--- src/rtl/bm_div_pkg.sv ---
// Shared definitions for the sequential benchmark blocks.
package bm_div_pkg;

    // State encodings; S_DONE is also used by other sequential benchmarks.
    localparam logic [1:0] S_IDLE = 2'd0;
    localparam logic [1:0] S_RUN  = 2'd1;
    localparam logic [1:0] S_DONE = 2'd2;

    typedef enum logic [1:0] {
        StIdle = S_IDLE,
        StRun  = S_RUN,
        StDone = S_DONE
    } div_state_e;

endpackage

--- src/rtl/bm_div_step.sv ---
// One combinational restoring-division step: shift the next dividend bit into the
// partial remainder, subtract the divisor if it fits, and record the quotient bit.
module bm_div_step #(
    parameter int unsigned DATA_W = 8
) (
    input  logic [DATA_W-1:0] r_in,
    input  logic [DATA_W-1:0] q_in,
    input  logic [DATA_W-1:0] divisor,
    output logic [DATA_W-1:0] r_out,
    output logic [DATA_W-1:0] q_out
);

    // Shifted remainder carries one extra bit so the compare cannot overflow.
    logic [DATA_W:0]   p;
    logic [DATA_W-1:0] diff;

    // Compare/subtract and shift the quotient bit in at the LSB.
    always_comb begin
        p    = {r_in, q_in[DATA_W-1]};
        // Only taken when p >= divisor, so the result always fits in DATA_W bits.
        diff = p[DATA_W-1:0] - divisor;
        if (p >= {1'b0, divisor}) begin
            r_out = diff;
            q_out = {q_in[DATA_W-2:0], 1'b1};
        end else begin
            r_out = p[DATA_W-1:0];
            q_out = {q_in[DATA_W-2:0], 1'b0};
        end
    end

endmodule

--- src/rtl/bm_seq_divide.sv ---
// Iterative restoring unsigned divider: one quotient bit per clock, DATA_W steps per
// operation, with registered done/busy and held results.
module bm_seq_divide
    import bm_div_pkg::*;
#(
    parameter int unsigned DATA_W = 8,
    parameter int unsigned CNT_W  = 4
) (
    input  logic              clock,
    input  logic              reset_n,
    input  logic              start,
    input  logic [DATA_W-1:0] dividend,
    input  logic [DATA_W-1:0] divisor,
    output logic              busy,
    output logic              done,
    output logic [DATA_W-1:0] quotient,
    output logic [DATA_W-1:0] remainder,
    output logic              div_by_zero
);

    localparam logic [CNT_W-1:0] LastCnt = CNT_W'(DATA_W - 1);

    div_state_e        state_q, state_d;
    logic [CNT_W-1:0]  cnt_q, cnt_d;
    logic [DATA_W-1:0] q_work_q, q_work_d;
    logic [DATA_W-1:0] r_work_q, r_work_d;
    logic [DATA_W-1:0] div_q, div_d;
    logic [DATA_W-1:0] quot_q, quot_d;
    logic [DATA_W-1:0] rem_q, rem_d;
    logic              dbz_q, dbz_d;

    logic [DATA_W-1:0] step_r, step_q;

    bm_div_step #(
        .DATA_W (DATA_W)
    ) u_step (
        .r_in    (r_work_q),
        .q_in    (q_work_q),
        .divisor (div_q),
        .r_out   (step_r),
        .q_out   (step_q)
    );

    // State, counter, working and result registers.
    always_ff @(posedge clock or negedge reset_n) begin
        if (!reset_n) begin
            state_q  <= StIdle;
            cnt_q    <= '0;
            q_work_q <= '0;
            r_work_q <= '0;
            div_q    <= '0;
            quot_q   <= '0;
            rem_q    <= '0;
            dbz_q    <= 1'b0;
        end else begin
            state_q  <= state_d;
            cnt_q    <= cnt_d;
            q_work_q <= q_work_d;
            r_work_q <= r_work_d;
            div_q    <= div_d;
            quot_q   <= quot_d;
            rem_q    <= rem_d;
            dbz_q    <= dbz_d;
        end
    end

    // Next-state and datapath control; results only change on entry to DONE.
    always_comb begin
        state_d  = state_q;
        cnt_d    = cnt_q;
        q_work_d = q_work_q;
        r_work_d = r_work_q;
        div_d    = div_q;
        quot_d   = quot_q;
        rem_d    = rem_q;
        dbz_d    = dbz_q;
        unique case (state_q)
            StIdle: begin
                if (start) begin
                    if (divisor != '0) begin
                        div_d    = divisor;
                        q_work_d = dividend;
                        r_work_d = '0;
                        cnt_d    = '0;
                        state_d  = StRun;
                    end else begin
                        // Divide by zero completes immediately with saturated quotient.
                        quot_d  = '1;
                        rem_d   = dividend;
                        dbz_d   = 1'b1;
                        state_d = StDone;
                    end
                end
            end
            StRun: begin
                q_work_d = step_q;
                r_work_d = step_r;
                cnt_d    = cnt_q + 1'b1;
                if (cnt_q == LastCnt) begin
                    quot_d  = step_q;
                    rem_d   = step_r;
                    dbz_d   = 1'b0;
                    state_d = StDone;
                end
            end
            StDone: begin
                state_d = StIdle;
            end
            default: begin
                state_d = StIdle;
            end
        endcase
    end

    // Status flags decode the registered state, so they have no path from inputs.
    assign busy        = (state_q == StRun);
    assign done        = (state_q == StDone);
    assign quotient    = quot_q;
    assign remainder   = rem_q;
    assign div_by_zero = dbz_q;

endmodule

--- config.mk ---
export PLATFORM = sky130hd
export DESIGN_NAME = bm_seq_divide
export DESIGN_NICKNAME = d
export VERILOG_FILES = /design/src/rtl/bm_div_pkg.sv /design/src/rtl/bm_div_step.sv /design/src/rtl/bm_seq_divide.sv
export SDC_FILE = /design/constraint.sdc
export NUM_CORES = 1
export LEC_CHECK = 0
export CAP_MARGIN = 20
export CORE_ASPECT_RATIO = 1.4
export CORE_MARGIN = 3
export CORE_UTILIZATION = 51
export CTS_BUF_LIST = sky130_fd_sc_hd__clkbuf_8
export DETAILED_ROUTE_END_ITERATION = 8
export GPL_ROUTABILITY_DRIVEN = 0
export PLACE_DENSITY = 0.87
export SLEW_MARGIN = 20
export SYNTH_ARGS = -nofsm -noshare
export SYNTH_HDL_FRONTEND = slang
export SYNTH_HIERARCHICAL = 1
export SYNTH_SLANG_ARGS = --single-unit
--- constraint.sdc ---
create_clock -name clock -period 2.14 [get_ports clock]
set_input_delay 0.428 -clock clock [delete_from_list [all_inputs] [get_ports clock]]
set_output_delay 0.428 -clock clock [all_outputs]
set_load 0.1 [all_outputs]
Word level (Yosys, flattened, before mapping)
Cells that the tools add are included.

Word-level logic and storage cells: 52. Bits in registers: 47. Output and inout port bits: 19.

Reductions and logical operators: 7. Eq/ne operators: 7. Muxes and demuxes: 27. $lt $le $gt $ge: 1. Add/sub/neg operators: 2.

Operator list (number): 8-bit 2-to-1 mux (11); 8-bit one-hot mux with 2 select lines (4); 9-bit by 8-bit >= comparator with 1-bit output (1); 4-bit 2-to-1 mux (2); 4-bit one-hot mux with 2 select lines (1); 8-bit nonzero test (1); 8-bit subtractor (1); 2-bit 2-to-1 mux (3); 2-bit inequality test, second input constant (3); 3-bit AND reduction (2); 4-bit by 1-bit adder with 4-bit output, second input constant (1); 4-bit by 3-bit == test with 1-bit output, second input constant (1); 1-bit 2-to-1 mux (4); 2-bit one-hot mux with 2 select lines (1); 4-bit AND reduction (1); 2-bit by 1-bit == test with 1-bit output, second input constant (1); 2-bit == test, second input constant (1); 2-bit zero test (1); 2-bit by 1-bit inequality test with 1-bit output, second input constant (1); 1-bit one-hot mux with 2 select lines (1); 2-bit AND reduction (1); 2-bit nonzero test (1).

Longest topological paths before layout
Gate-level depths: netlist of the first run.

Depth in word-level cells: 4. Gate-level depth with buffers: 12. Gate-level depth less buffers: 11.

Modules after synthesis
Netlist of the first run, hierarchy kept.

By module, submodules not included: bm_seq_divide (area an instance 2042.0 µm², times used 1, cells each 166); bm_div_step (area an instance 591.8 µm², times used 1, cells each 73).

Worst setup path after synthesis of the first run
OpenSTA, ideal clock, no wires.

Kind: flip-flop to flip-flop. Start: reg r_work_q[5]. End: reg rem_q[2] (netlist: remainder[2]). Slack: -0.215 ns. Cell stages (with the launch flop): 10. Data arrival time: 2.230 ns. Clock period less this slack: 2.355 ns. Cell sequence: dfrtp_1 -> ha_1 -> a21o_1 -> a2111oi_2 -> o21a_1 -> buf_6 -> mux2_4 -> nand2_1 -> nand2_1 -> mux2_2.

Word-level cells in the longest chain between the ends: 4.

RTL lines: start: declaration (RTL line bm_seq_divide.sv:26) `logic [DATA_W-1:0] r_work_q, r_work_d;`; start signal: assignment (RTL line bm_seq_divide.sv:59) `r_work_q <= r_work_d;`; 9-bit by 8-bit >= comparator with 1-bit output (RTL line bm_div_step.sv:22) `if (p >= {1'b0, divisor}) begin`; 8-bit 2-to-1 mux (RTL line bm_div_step.sv:22); net step_r[2] (RTL line bm_seq_divide.sv:32) `logic [DATA_W-1:0] step_r, step_q;`; 8-bit 2-to-1 mux (RTL line bm_seq_divide.sv:99) `if (cnt_q == LastCnt) begin`; 8-bit one-hot mux with 2 select lines (RTL line bm_seq_divide.sv:77) `unique case (state_q)`; end signal: assignment (RTL line bm_seq_divide.sv:62) `rem_q <= rem_d;`; end: declaration (RTL line bm_seq_divide.sv:29) `logic [DATA_W-1:0] rem_q, rem_d;`.

The timed path passes the listed nets, and every way through them passes these cells. The select of a mux whose other input is x is not followed. A chain may end at the register's enable or synchronous reset.

Worst setup path after layout of the first run
Start: reg q_work_q[7]. End: reg rem_q[6] (netlist: remainder[6]).

Word-level cells in the longest chain between the ends: 4. Elaborated cells on any way between the ends: 5. Those cells by class: add/sub (1); order compare (1); mux (3).

RTL lines: start: declaration (RTL line bm_seq_divide.sv:25) `logic [DATA_W-1:0] q_work_q, q_work_d;`; start signal: assignment (RTL line bm_seq_divide.sv:58) `q_work_q <= q_work_d;`; 8-bit subtractor or 9-bit by 8-bit >= comparator with 1-bit output (tied branches) (RTL line bm_div_step.sv:21, bm_div_step.sv:22); 8-bit 2-to-1 mux (*) (RTL line bm_div_step.sv:22); net step_r[6] (RTL line bm_seq_divide.sv:32); 8-bit 2-to-1 mux (*) (RTL line bm_seq_divide.sv:99); 8-bit one-hot mux with 2 select lines (*) (RTL line bm_seq_divide.sv:77).

The timed path passes the listed nets; every way through them passes the cells marked *. The select of a mux whose other input is x is not followed.

==> results of run 1 <==
-- what timing repair did --
action,CTS,global route
buffers inserted,6,2
hold buffers,0,0
resized for setup,12,7
pin swaps,8,7
endpoints found under the setup margin,24,24
-- metal layers --
layer	routed length, um	up-vias
li1	-	972
met5	0	-
met1	2468	1022
met3	163	17
met4	204	0
met2	3433	44
-- area by class of cell --
class                      count  share of cell area
multi-input combinational    161              0.3906
sequential                    47              0.3326
timing repair buffer          82              0.2061
clock buffer                   6             0.02333
tap                           64             0.02262
inverter                      14             0.01485
clock inverter                 2            0.009898
-- synth_stat cells (all sizes together) (2+ instances only) --
cell / number
dfrtp: 47
nand2: 44
mux2: 31
inv: 14
buf: 13
a22o: 9
ha: 9
o22a: 8
a21oi: 6
nor2: 6
nand2b: 5
nor3: 5
a21o: 4
clkbuf: 4
nand3: 3
o21ai: 3
xnor2: 3
a211oi: 2
a2bb2oi: 2
mux2i: 2
nor2b: 2
o21a: 2
or4: 2
-- worst paths after layout --
| path | startpoint | endpoint | slack, ns | cells after the start |
|---|---|---|---|---|
| max | q_work_q[7] | remainder[6] | -0.28 | 11 |
| max in group asynchronous | reset_n | remainder[4] | 1.82 | 2 |
| min in group clock | quotient[3] | quotient[3] | 0.51 | 1 |
| min | reset_n | div_q[2] | 0.09 | 2 |
| min reg2reg | quotient[3] | quotient[3] | 0.51 | 1 |
| max reg2reg | q_work_q[7] | remainder[6] | -0.28 | 11 |
-- through the flow --
stage                     hold WS, ns  worst slack, ns
final                         0.08727          -0.2789
after floorplan                0.1324          -0.1272
after global routing           0.1015          -0.3685
after CTS                     0.09495          -0.2851
after detailed placement       0.4314          -0.3958
after global placement         0.4244          -0.3141
-- worst max-delay path, stage by stage, from the launching register on --
cell and delay [ns]:
sky130_fd_sc_hd__dfrtp_1 0.38, sky130_fd_sc_hd__inv_2 0.05, sky130_fd_sc_hd__ha_2 0.19, sky130_fd_sc_hd__fa_2 0.35, sky130_fd_sc_hd__nor2b_1 0.15, sky130_fd_sc_hd__o31a_1 0.19
sky130_fd_sc_hd__nor4_1 0.07, sky130_fd_sc_hd__a311o_1 0.27, sky130_fd_sc_hd__mux2_4 0.28, sky130_fd_sc_hd__nand2_1 0.06, sky130_fd_sc_hd__nand2_1 0.06, sky130_fd_sc_hd__mux2_2 0.26
-- layout by cell type (no fill, tap or decap), drive strengths merged, types with 2 or more instances in the layout --
master,n
inv,14
a21oi,6
a211oi,2
nand3,3
nor2,6
a21o,4
nand2,44
nor3,5
clkbuf,6
nor2b,2
xnor2,3
a22o,9
nand2b,5
ha,9
dfrtp,47
o22a,8
mux2,31
or4,2
buf,65
a2bb2oi,2
o21a,2
mux2i,2
o21ai,3
clkdlybuf4s50,17
-- kinds of logic after synthesis --
family          count (synthesis)  synth area share
mux                            33            0.1501
simple gates                   70            0.1249
flops                          47            0.4466
compound gates                 45            0.1477
fa+ha+maj                      10           0.05036
buf+inv                        31           0.07030
xor+xnor                        3          0.009978
-- flip-flops by register name (all words and copies together), names as in the netlist --
register,cells
div_q,8
q_work_q,8
r_work_q,8
state_q,2
div_by_zero,1
quotient,8
remainder,8
cnt_q,4
==> results.txt, run 1 <==
----------------------------------------------------
[Global routing]
  GRT met3 Usage ... 0.03713
  Aggregate global routing overflow ... 0
  Via count of the first global-routing pass ... around 2300
  Pin count of the biggest net entering global routing ... 48
  Global route hottest layer ... met2
  Global-route total usage across every layer ... 0.2240
  Number of antenna violations at the first check in global routing ... 0
  Wire length of the first global-routing pass ... approximately 10000 um
  Met1 global-route usage ... 0.2516
  GR Util met2 ... 0.4040

[Timing]
  Final TNS setup ... -2.234 ns
  Hold Vio Cnt, Final ... 0
  Min Clock Period, post-route ... 2.419 ns
  Upper clock frequency limit ... between 0.4 and 0.5 GHz
  Period utilisation layout ... 1.130
  Max_slew headroom ... 0.5261
  Final setup skew ... 0.01791 ns
  Setup repair after global routing missed its margin ... true
  Max-slew violations ... 0
  Setup violators final ... 17
  Transition time of the tightest slew-check pin ... 0.7069 ns
  Setup WS post-layout ... -0.2789 ns

[Synthesis]
  FFs w/ async S/R, synth ... 1.000
  Number of distinct library cell variants in the gate-level netlist after synthesis ... 45
  Sequential element share of the synthesized area ... 0.4466
  Post-synthesis cell type with the largest combined area ... sky130_fd_sc_hd__dfrtp_1
  Post-synth EDFFs ... 0
  Mapped cell area ... ~0.0026 sq mm
  Post-synthesis register bit count ... 47
  Cells after Synth ... 239
  Most used DFF post-synth ... sky130_fd_sc_hd__dfrtp_1
  Top cells by area in the synthesized netlist ... sky130_fd_sc_hd__dfrtp_1 (45%), sky130_fd_sc_hd__mux2_2 (10%), sky130_fd_sc_hd__nand2_1 (6.3%)
  Synth top area share ... 0.4466
  Yosys Warn Count ... 6
  Net Count, Synth ... between 200 and 300
  Mean instance size in the synthesized netlist ... 11.02 sq um

[CTS]
  Deepest level of the CTS H-tree ... 2
  Clock transition at path regs ... 0.10 ns
  Root buffer cell ... sky130_fd_sc_hd__clkbuf_8
  Clock latency at the later pin of the worst-skew pair ... 0.30 ns
  Clk sink count ... 47
  Clock tree from TritonCTS ... built
  Clock buffer count from CTS ... 5
  Buffers from clock root to sink, at most ... 2

[Floorplan]
  Initial core utilization ... 0.5356
  Vertical die dimension ... 91.03 um
  FP Rows ... 30
  Core Footprint ... 0.004917 sq mm
  I/O pin count ... 38
  Chip width ... 66.74 um
  DIE AREA ... about 0.006 sq mm

[Cells and area]
  Final standard cell area without fillers ... 0.003540 sq mm
  Area growth, synth to finish ... 34.39%
  Layout cell share with drive strength beyond 1 ... 0.4455
  Total area of sequential cells ... 0.001177 sq mm
  Filler Cell Count ... 330
  Final net count ... 340
  Final non-filler cell total ... 376
  Inserted Diodes ... 0
  Area of the multi-input gates ... 0.001383 sq mm
  Fin util ... 0.7198

[Drt]
  Router iterations before antenna repair ... 4
  Via density ... 5.465
  Drt total wl ... 6269 um
  Routed wire per std cell ... ~17 um
  Via count ... 2055
  Violation count after the first detailed-routing iteration ... 94
  Remaining design rule violation count ... 0
  Post-detailed-route count of antenna-violating nets ... 0

[Status]
  Result of the run ... finished with violations
  Violations in the final reports ... setup timing

[Worst setup path]
  Worst setup SP type ... flip-flop
  Classification of the worst setup path ... reg2reg
  Critical path fanouts, max ... 3
  CP arrival ... approximately 2.6 ns
  Critical path data required time ... 2.33 ns
  Crit. End Element ... flip-flop

[Place]
  Detailed-placement wirelength estimate ... 4590 um
  Number of placed instances, taps included ... 360
  Placed standard-cell area ... 0.003259 sq mm
  PortBufs ... 37

[Min path]
  Path category of the worst min-delay check ... in2async

[Run]
  Number of maximum-capacitance violations ... 0

----------------------------------------------------
Power of run 1 is not shown: default switching activity piles up to over one toggle a cycle in this logic, so the estimate is an artifact.
==> run 2, diff against run 1 <==
PLACE_DENSITY = 0.79   (was 0.87)
==> run 2 against run 1 <==
- via count grew 4.0%
- register-to-register slack got worse by 0.07 ns
- the flow still finishes with violations (setup timing)
- fmax fell by 2.8%
- sequential share of layout area down 0.76 points
- first-iteration DRC count rose by 9.6%
- final cell count up 1.1%
- non-clock buffer count up 4
- setup slack worse by 0.070 ns
- core utilization rose by 1.7 points
- worst hold slack improved by 0.12 ns
- clock-buffer cell count decreased by 1
- global-route usage up 0.25 points
==> results.txt, run 2 (same netlist as run 1, synthesis figures left out) <==
----------------------------------------------------
[Worst setup path]
  Classification of the worst setup path ... reg2reg (unchanged)
  CP arrival ... 2.67 ns (was 2.61 ns)
  Critical path fanouts, max ... 3 (unchanged)
  Crit. End Element ... flip-flop (unchanged)
  Critical path data required time ... 2.32 ns (was 2.33 ns)
  Worst reg-to-reg setup slack ... -0.35 ns (was -0.28 ns)
  Worst setup SP type ... flip-flop (unchanged)

[Cells and area]
  Layout cell share with drive strength beyond 1 ... 0.4747 (was 0.4455)
  Inserted Diodes ... 0 (unchanged)
  Most frequent standard cell in the layout excluding fill and tap cells ... sky130_fd_sc_hd__buf_4 (unchanged)
  Final net count ... 344 (was 340)
  Commonest non-fill, non-tap cells in the layout ... sky130_fd_sc_hd__buf_4 (58), sky130_fd_sc_hd__dfrtp_1 (46), sky130_fd_sc_hd__nand2_1 (41), sky130_fd_sc_hd__mux2_2 (22), sky130_fd_sc_hd__clkdlybuf4s50_1 (17) (was sky130_fd_sc_hd__buf_4 (56), sky130_fd_sc_hd__dfrtp_1 (46), sky130_fd_sc_hd__nand2_1 (44), sky130_fd_sc_hd__mux2_2 (23), sky130_fd_sc_hd__clkdlybuf4s50_1 (17))
  Area growth, synth to finish ... 37.53% (was 34.39%)
  Final standard cell area without fillers ... 0.003622 sq mm (was 0.003540 sq mm)

[Drt]
  Via count ... 2138 (was 2055)
  Violation count after the first detailed-routing iteration ... 103 (was 94)
  Via density ... 5.626 (was 5.465)
  Drt total wl ... 6952 um (was 6269 um)
  Remaining design rule violation count ... 0 (unchanged)
  Router iterations before antenna repair ... 4 (unchanged)
  Post-detailed-route count of antenna-violating nets ... 0 (unchanged)
  Routed wire per std cell ... 18.29 um (was 16.67 um)

[Place]
  PortBufs ... 37 (unchanged)
  Placed standard-cell area ... 0.003254 sq mm (was 0.003259 sq mm)
  Detailed-placement wirelength estimate ... 4360 um (was 4590 um)

[Timing]
  Min Clock Period, post-route ... 2.489 ns (was 2.419 ns)
  Max-slew violations ... 0 (unchanged)
  Hold Vio Cnt, Final ... 0 (unchanged)
  Final setup skew ... 0.005056 ns (was 0.01791 ns)
  Setup violators final ... 16 (was 17)
  Setup repair after global routing missed its margin ... true (unchanged)
  Transition time of the tightest slew-check pin ... 0.5935 ns (was 0.7069 ns)
  Upper clock frequency limit ... 0.4017 GHz (was 0.4134 GHz)
  Period utilisation layout ... 1.163 (was 1.130)
  Max_slew headroom ... 0.6043 (was 0.5261)
  Setup WS post-layout ... -0.3493 ns (was -0.2789 ns)

[Run]
  Number of maximum-capacitance violations ... 0 (unchanged)

[Status]
  Result of the run ... finished with violations (unchanged)
  Violations in the final reports ... setup timing (unchanged)

[CTS]
  Clock latency at the later pin of the worst-skew pair ... 0.30 ns (about the same)
  Clock transition at path regs ... 0.08 ns (was 0.10 ns)
  Buffers from clock root to sink, at most ... 2 (unchanged)
  Deepest level of the CTS H-tree ... 2 (unchanged)
  Clock tree from TritonCTS ... built (unchanged)
  Root buffer cell ... sky130_fd_sc_hd__clkbuf_8 (unchanged)
  Clk sink count ... 47 (unchanged)
  Hold-fix buffers, CTS ... 0 (unchanged)
  Clock buffer count from CTS ... 5 (unchanged)

[Global routing]
  Via count of the first global-routing pass ... 2183 (was 2255)
  Global-route total usage across every layer ... 0.2265 (was 0.2240)
  Wire length of the first global-routing pass ... 10500 um (was 10460 um)
  Aggregate global routing overflow ... 0 (unchanged)
  Number of antenna violations at the first check in global routing ... 0 (unchanged)
  Pin count of the biggest net entering global routing ... 48 (unchanged)

[Floorplan]
  DIE AREA ... 0.006075 sq mm (unchanged)
  I/O pin count ... 38 (unchanged)
  Core Footprint ... 0.004917 sq mm (unchanged)
  Vertical die dimension ... 91.03 um (unchanged)
  Initial core utilization ... 0.5356 (unchanged)
  Chip width ... 66.74 um (unchanged)
  FP Rows ... 30 (unchanged)

[Min path]
  Path category of the worst min-delay check ... in2async (unchanged)

----------------------------------------------------
## run 2: critical path: stages (launching register included)
cell and delay [ns]:
sky130_fd_sc_hd__dfrtp_1 0.44, sky130_fd_sc_hd__ha_4 0.19, sky130_fd_sc_hd__fa_2 0.39, sky130_fd_sc_hd__nor2b_4 0.13
sky130_fd_sc_hd__o31a_1 0.20, sky130_fd_sc_hd__nor4_1 0.07, sky130_fd_sc_hd__a311o_1 0.31, sky130_fd_sc_hd__mux2_4 0.29
sky130_fd_sc_hd__nand2_2 0.05, sky130_fd_sc_hd__nand2_1 0.05, sky130_fd_sc_hd__mux2_2 0.25
## run 2: layout make-up
| cell class | count | area [sq um] |
|---|---|---|
| Timing Repair Buffer | 86 | 772.0 |
| Inverter | 14 | 52.55 |
| Tap cell | 64 | 80.08 |
| Multi-Input combinational cell | 161 | 1459 |
| Clock buffer | 5 | 68.82 |
| Fill cell | 331 | 1295 |
| Sequential cell | 47 | 1177 |
| Clock inverter | 3 | 12.51 |
## run 2: final timing paths
check | depth (start not counted) | endpoint | startpoint
hold reg to reg | 1 | quotient[7] | quotient[7]
setup reg to reg | 10 | remainder[6] | div_q[0]
min in group clock | 1 | quotient[7] | quotient[7]
setup / recovery | 10 | remainder[6] | div_q[0]
hold / removal | 2 | r_work_q[4] | reset_n
max in group asynchronous | 2 | div_q[1] | reset_n
## run 2: metrics by stage
step	hold slack, ns	setup TNS, ns	utilization	setup WS [ns]	std cells
3_5_place_dp	0.4834	-9.261	0.6618	-0.3752	361
4_1_cts	0.2373	-1.478	0.7115	-0.2827	375
6_report	0.2090	-2.679	0.7366	-0.3493	380
2_1_floorplan	0.1324	-0.7583	-	-0.1272	239
5_1_grt	0.2562	-3.431	0.7366	-0.4309	380
3_3_place_gp	0.4828	-7.751	0.6618	-0.3180	361
## run 2: repair_timing
item,4_1_cts,5_1_grt
cloned,0,1
buffers inserted,6,6
setup endpoints to repair,23,32
gates resized for setup,22,15
pin swaps,9,13
## run 2: per-layer routing
layer  vias up  GRT usage  routed length, um
li1        975          -                  -
met1      1074     0.2687               2535
met2        66     0.3974               3965
met3        23    0.03465                217
met4         0    0.09153                233
met5         -          0                  0
Power of run 2 is left out for the same reason.
